<file path="config.mk">
export PLATFORM = sky130hd
export DESIGN_NAME = byte_word_packer
export DESIGN_NICKNAME = d
export VERILOG_FILES = /design/src/rtl/byte_word_packer.sv
export SDC_FILE = /design/constraint.sdc
export NUM_CORES = 1
export LEC_CHECK = 0
export ABC_AREA = 1
export CAP_MARGIN = 20
export CORE_AREA = 5 5 124 126
export CTS_CLUSTER_SIZE = 16
export DETAILED_ROUTE_END_ITERATION = 8
export DIE_AREA = 0 0 129 131
export PLACE_DENSITY = 0.83
export SLEW_MARGIN = 40
export SYNTH_ARGS = -nofsm -noshare
export SYNTH_HDL_FRONTEND = slang
export SYNTH_SLANG_ARGS = --single-unit
</file>
<file path="constraint.sdc">
create_clock -name clk -period 7 [get_ports clk]
set_clock_uncertainty 0.15 [all_clocks]
set_input_delay 1.4 -clock clk [delete_from_list [all_inputs] [get_ports clk]]
set_output_delay 1.4 -clock clk [all_outputs]
set_load 0.02 [all_outputs]
</file>
<file path="src/rtl/byte_word_packer.sv">
// Packs an 8-bit byte stream into little-endian words with keep/last flags
// and buffers the finished words in a small FIFO behind a valid/ready port.
module byte_word_packer #(
   parameter int BYTES_PER_WORD = 4,
   parameter int FIFO_DEPTH     = 4
) (
   input  logic                        clk,
   input  logic                        reset,
   input  logic [7:0]                  d,
   input  logic                        in_valid,
   input  logic                        in_last,
   output logic                        in_ready,
   output logic [8*BYTES_PER_WORD-1:0] out_data,
   output logic [BYTES_PER_WORD-1:0]   out_keep,
   output logic                        out_last,
   output logic                        out_valid,
   input  logic                        out_ready
);

   localparam int LW = $clog2(BYTES_PER_WORD);
   localparam int PW = $clog2(FIFO_DEPTH);
   localparam int CW = PW + 1;
   localparam int WW = 8 * BYTES_PER_WORD;
   localparam logic [LW-1:0] LANE_MAX   = LW'(BYTES_PER_WORD - 1);
   localparam logic [CW-1:0] COUNT_FULL = CW'(FIFO_DEPTH);

   logic [LW-1:0]             lane;
   logic [WW-1:0]             acc;
   logic [BYTES_PER_WORD-1:0] keep;

   logic [WW-1:0]             fifo_data [FIFO_DEPTH];
   logic [BYTES_PER_WORD-1:0] fifo_keep [FIFO_DEPTH];
   logic [FIFO_DEPTH-1:0]     fifo_last;
   logic [PW-1:0]             rd_ptr;
   logic [PW-1:0]             wr_ptr;
   logic [CW-1:0]             count;

   logic                      accept;
   logic                      word_done;
   logic                      pop;
   logic [WW-1:0]             next_acc;
   logic [BYTES_PER_WORD-1:0] next_keep;

   // Ready gates every byte while full, so a word never has to wait for a slot.
   assign in_ready  = !reset && (count != COUNT_FULL);
   assign out_valid = !reset && (count != '0);
   assign accept    = in_valid && in_ready;
   assign word_done = accept && ((lane == LANE_MAX) || in_last);
   assign pop       = out_valid && out_ready;

   always_comb begin
      next_acc            = acc;
      next_keep           = keep;
      next_acc[8*lane +: 8] = d;
      next_keep[lane]     = 1'b1;
   end

   assign out_data = out_valid ? fifo_data[rd_ptr] : '0;
   assign out_keep = out_valid ? fifo_keep[rd_ptr] : '0;
   assign out_last = out_valid ? fifo_last[rd_ptr] : 1'b0;

   always_ff @(posedge clk) begin
      if (reset) begin
         lane   <= '0;
         acc    <= '0;
         keep   <= '0;
         rd_ptr <= '0;
         wr_ptr <= '0;
         count  <= '0;
      end else begin
         if (accept) begin
            if (word_done) begin
               lane <= '0;
               acc  <= '0;
               keep <= '0;
            end else begin
               lane <= lane + 1'b1;
               acc  <= next_acc;
               keep <= next_keep;
            end
         end
         if (word_done)
            wr_ptr <= wr_ptr + 1'b1;
         if (pop)
            rd_ptr <= rd_ptr + 1'b1;
         case ({word_done, pop})
            2'b10:   count <= count + 1'b1;
            2'b01:   count <= count - 1'b1;
            default: count <= count;
         endcase
      end
   end

   // Storage needs no reset: entries are only visible once counted valid.
   always_ff @(posedge clk) begin
      if (word_done) begin
         fifo_data[wr_ptr] <= next_acc;
         fifo_keep[wr_ptr] <= next_keep;
         fifo_last[wr_ptr] <= in_last;
      end
   end

endmodule

</file>
Word level (Yosys, flattened, before mapping) --
Memories as Yosys holds them, arrays and structs flattened. A register that Yosys moved wholly into a read port is not among the register bits. Cells that the tools add are included.
Operators by class: $add $sub $neg 6, order comparisons 5, eq/ne operators 4, shift operators 2, multiplexer cells 21, bitwise logic cells 1, reduce and logical (&&, ||, !) cells 11
Operators with widths (number):
- $mux W32 | 2
- $neg A5 Y34 | 1
- $shift A8 B34 Y32 const A | 1
- $shiftx A8 B34 Y32 | 1
- $bwmux W32 | 1
- $mux W2 | 5
- $lt A2 B3 Y1 const B | 3
- $mux W4 | 2
- $logic_and A1 B1 Y1 | 7
- $add A2 B1 Y2 const B | 3
- $mux W1 | 6
- $pmux W3 S2 | 1
- $bwmux W4 | 1
- $demux W1 S2 | 2
- $eq A2 B2 Y1 const B | 2
- $ge A2 B1 Y1 const B | 2
- $or A4 B4 Y4 | 1
- $add A3 B1 Y3 const B | 1
- $ne A3 B3 Y1 const B | 1
- $reduce_bool A3 Y1 | 1
- $sub A3 B1 Y3 const B | 1
- $bmux W1 S2 | 1
- $eq A2 B1 Y1 const B | 1
- $reduce_bool A2 Y1 | 1
- other kinds (2) | 2
Storage, ports and cells: flip-flop bits (word level) 49, bits in writable memories 144, bits of input ports 13, output and inout bits 39, logic and storage cells 59, memories 2
Memories:
- fifo_data | words 4, bits a word 32, rd ports 1, clocked after Yosys merged registers in 1, wr ports 1, RTL line 31 | logic [WW-1:0] fifo_data [FIFO_DEPTH];
- fifo_keep | words 4, bits a word 4, rd ports 1, clocked after Yosys merged registers in 1, wr ports 1, RTL line 32 | logic [BYTES_PER_WORD-1:0] fifo_keep [FIFO_DEPTH];

Depth between registers and ports, before layout --
word-level depth 6, mapped depth 11, gate-level depth less buffers 11

Worst setup path after synthesis --
Ideal clock, no wire load.
kind in2reg, start input port reset, end memory fifo_data[0][0] in the netlist's numbering (enable), setup time 0.431 ns, data arrival time 3.681 ns, required time 6.419 ns, setup slack 2.737 ns, cell stages on the path 3, buffers on the path 0, path through a21oi_1 nand3_2 nor2_1
On the way: longest elaborated chain between the ends 6
RTL lines:
- from (decl) | RTL line 8 | input logic reset,
- $logic_not A1 Y1 | RTL line 45 | assign in_ready = !reset && (count != COUNT_FULL);
- $logic_and A1 B1 Y1 | RTL line 45
- $logic_and A1 B1 Y1 | RTL line 47 | assign accept = in_valid && in_ready;
- $logic_and A1 B1 Y1 | RTL line 48 | assign word_done = accept && ((lane == LANE_MAX) || in_last);
- $mux W1 | RTL line 96 | if (word_done) begin
- $mux W1 (implied by the code) | RTL line 97 | fifo_data[wr_ptr] <= next_acc;
- to (decl) | RTL line 31
Every way passes these cells.

Final worst setup path --
start input port reset, end output port out_data[10]
On the way: longest elaborated chain between the ends 3
RTL lines:
- $logic_not A1 Y1 | RTL line 46 | assign out_valid = !reset && (count != '0);
- $logic_and A1 B1 Y1 | RTL line 46
- $mux W32 | RTL line 58 | assign out_data = out_valid ? fifo_data[rd_ptr] : '0;
- to (decl) | RTL line 13 | output logic [8*BYTES_PER_WORD-1:0] out_data,
Every way passes these cells.

==> impl_metrics.yaml <==
status:
  status: "finished, final reports clean"
logic_synthesis:
  synth_top_cells_by_area: "edfxtp_1 (54%), dfxtp_1 (11%), nor2_1 (7.4%)"
  dominantRegCellSynth: "edfxtp_1"
  yosys_warnings: 0
  synth_commonest_cells: "nor2_1 (164), edfxtp_1 (148), nand2_1 (139), a21oi_1 (69), o21ai_0 (68)"
  avgSynthCellArea_sq_um: 10.3
  synthesis.nets: 830
  synth_cells: 803
  synth_top_area_frac: 0.536
  synth_top_area_cell: "edfxtp_1"
  yosys_register_bits: 195
  yosysSeqAreaShare: 0.650
  yosysMostFrequentCell: "nor2_1"
  ys_types: 30
  syn_area_sq_um: 8290
  ys_async_sr_fraction: 0
  synth_edf_count: 148
sta:
  max-slew-margin-rel: 0.474
  max_freq_ghz: 0.185
  layout_min_cycle_time_ns: 5.40
  setup_viol: 0
  rsz0062_at_grt: "no"
  finalCritPeriodShare: 0.772
  hold_viol: 0
  slew_viol_final: 0
  worst_slew_pin_slew_ns: 0.787
  setup_ws_ns: 1.60
  setup_tns_ns: 0
die:
  core_area_sq_um: 14200
  die_y_um: 131
  fp.dieW_um: 129
  die_area_sq_um: 16900
  start_util: 0.584
  row_count: 44
  pin_count: 52
grt:
  antenna_found_initial: 0
  grt_max_degree: 73
  grtUsageTotal: 0.211
  grt_overflow: 0
  grt_pass1_wl_mm: 27.7
  grt_pass1_vias: 5488
detailed_routing:
  num_vias: 5752
  firstDrtPassIters: 5
  viasPerCell: 5.55
  dr.first_iter.drc_count: 564
  ant_nets: 0
  drc: 0
  wl_per_cell_um: 16.7
  drt-total-wl_mm: 17.3
worst_setup_path:
  worstSetupEndpointType: "output port"
  crit_arrival_ns: 3.85
  max_stage_delay_ns: 0.56
  r2r-end: "fifo_data[1][20]"
  crit_chain: "clkdlybuf4s50_1, buf_4, inv_1, nand2_2, buf_12, a21oi_1, clkdlybuf4s50_1"
  start_kind: "primary input"
  worstReg2RegStart: "lane[0]"
  timing.critical_path.required_ns: 5.45
  crit_type: "primary input to output port"
  r2r_setup_slack_ns: 4.09
  cpMostUsedCell: "clkdlybuf4s50_1"
  cp_slowest_cell: "clkdlybuf4s50_1"
  worst-path-max-fanout: 40
  crit_start: "reset"
  reg2regPathDepth: 5
cts:
  cts_root_buffer: "clkbuf_16"
  clk_pin_slew_ns: 0.07
  h-tree-depth: 4
  tritoncts: "yes"
  cts_hold_buf: 0
  insertion_delay_ns: 0.43
  clockBufferDepth: 2
  cts_resized: 0
  cts.sinks: 195
  cts_buffers: 17
  post_cts_buffers: 0
place:
  dp_slack_ns: 1.35
  place_congestion: 0.850
  dp_hpwl_mm: 10.6
  io_buffer_count: 51
  dpl_cell_area_sq_um: 8930
finish:
  fill_cells: 1018
  multi_input_area_sq_um: 2540
  post-route-util: 0.677
  drive_above_1_share: 0.0938
  diodes: 0
  seq_area_sq_um: 5390
  final_area_sq_um: 9610
  finalNetCount: 867
  syn2layout_area_growth_pct: 16.0
worst_hold_path:
  hold_end: "acc[3]"
  hold_depth: 2
  min_from: "acc[3]"
  holdCritPathClass: "flip-flop to flip-flop"
job:
  maxCapViolations: 0
power:
  ir_drop_v: 0.000178
  leakage_nw: 3.41
  power_density_nw_per_um2: 259
power breakdown:
part / leakage [nW] / internal [mW] / total, mW / switching [mW]
clock network: 0.321 / 0.666 / 1.08 / 0.416
logic: 1.21 / 0.0493 / 0.154 / 0.105
registers: 1.88 / 1.25 / 1.26 / 0.00642
total: 3.41 / 1.97 / 2.49 / 0.527
metrics by stage:
| step | hold slack [ns] | std cells | power [mW] |
|---|---|---|---|
| global route | 0.326 | 1037 | 2.57 |
| global placement | 0.288 | 1003 | 1.43 |
| detailed placement | 0.300 | 1005 | 1.44 |
| floorplan | 0.277 | 803 | 1.39 |
| finish | 0.315 | 1037 | 2.49 |
| CTS | 0.316 | 1037 | 2.50 |
placed cells by master (no fill, tap or decap), types with 7 or more instances in the layout:
cell,count
dfxtp_1,46
nand4_1,8
edfxtp_1,148
o21ai_1,28
inv_1,37
nor2_4,7
a21oi_2,9
o21ai_0,68
ha_1,13
nor2_1,160
nand2_1,138
a21oi_1,69
clkbuf_16,17
o21ai_2,9
clkdlybuf4s50_1,51
routing by layer:
layer | vias up | global-route usage | part of all wire
li1 | 2783 | - | -
met2 | 166 | 0.346 | 0.49
met3 | 20 | 0.0512 | 0.058
met5 | - | 0 | 0
met4 | 0 | 0.0630 | 0.012
met1 | 2783 | 0.283 | 0.44
how the worst max path moves through the flow:
stage,end,slack (ns)
5_1_grt,out_data[0],1.50
4_1_cts,out_data[10],1.34
3_5_place_dp,out_data[10],1.35
2_1_floorplan,fifo_data[0][0],2.74
3_3_place_gp,out_data[5],1.46
6_report,out_data[10],1.60
layout make-up:
class                           instances  area share
Clock buffer                           21      0.0489
Tap cell                              184      0.0240
Sequential cell                       195       0.560
Clock inverter                         11      0.0204
Inverter                               41      0.0163
Multi-Input combinational cell        525       0.264
Timing Repair Buffer                   60      0.0656
critical path, delay by kind of cell:
kind | cells | cell delay, ns
and+or+nand+nor | 1 | 0.44
AOI/OAI and AO/OA | 1 | 0.06
buffers and inverters | 5 | 1.92
cell families (layout without fill, tap and decap cells):
logic type	after synthesis	in the layout	share of synthesized area
compound gates	185	185	0.120
simple gates	324	324	0.157
buf+inv	83	133	0.0485
flops	195	195	0.650
xor+xnor	2	2	0.00211
fa+ha+maj	14	14	0.0220
state kept, by name (all words and copies together) (netlist names), named ones only:
name       cells
acc           32
count          3
fifo_data    128
fifo_keep     16
fifo_last      4
keep           4
lane           2
rd_ptr         2
wr_ptr         2
No activity file was read; power rests on OpenSTA's default activity.
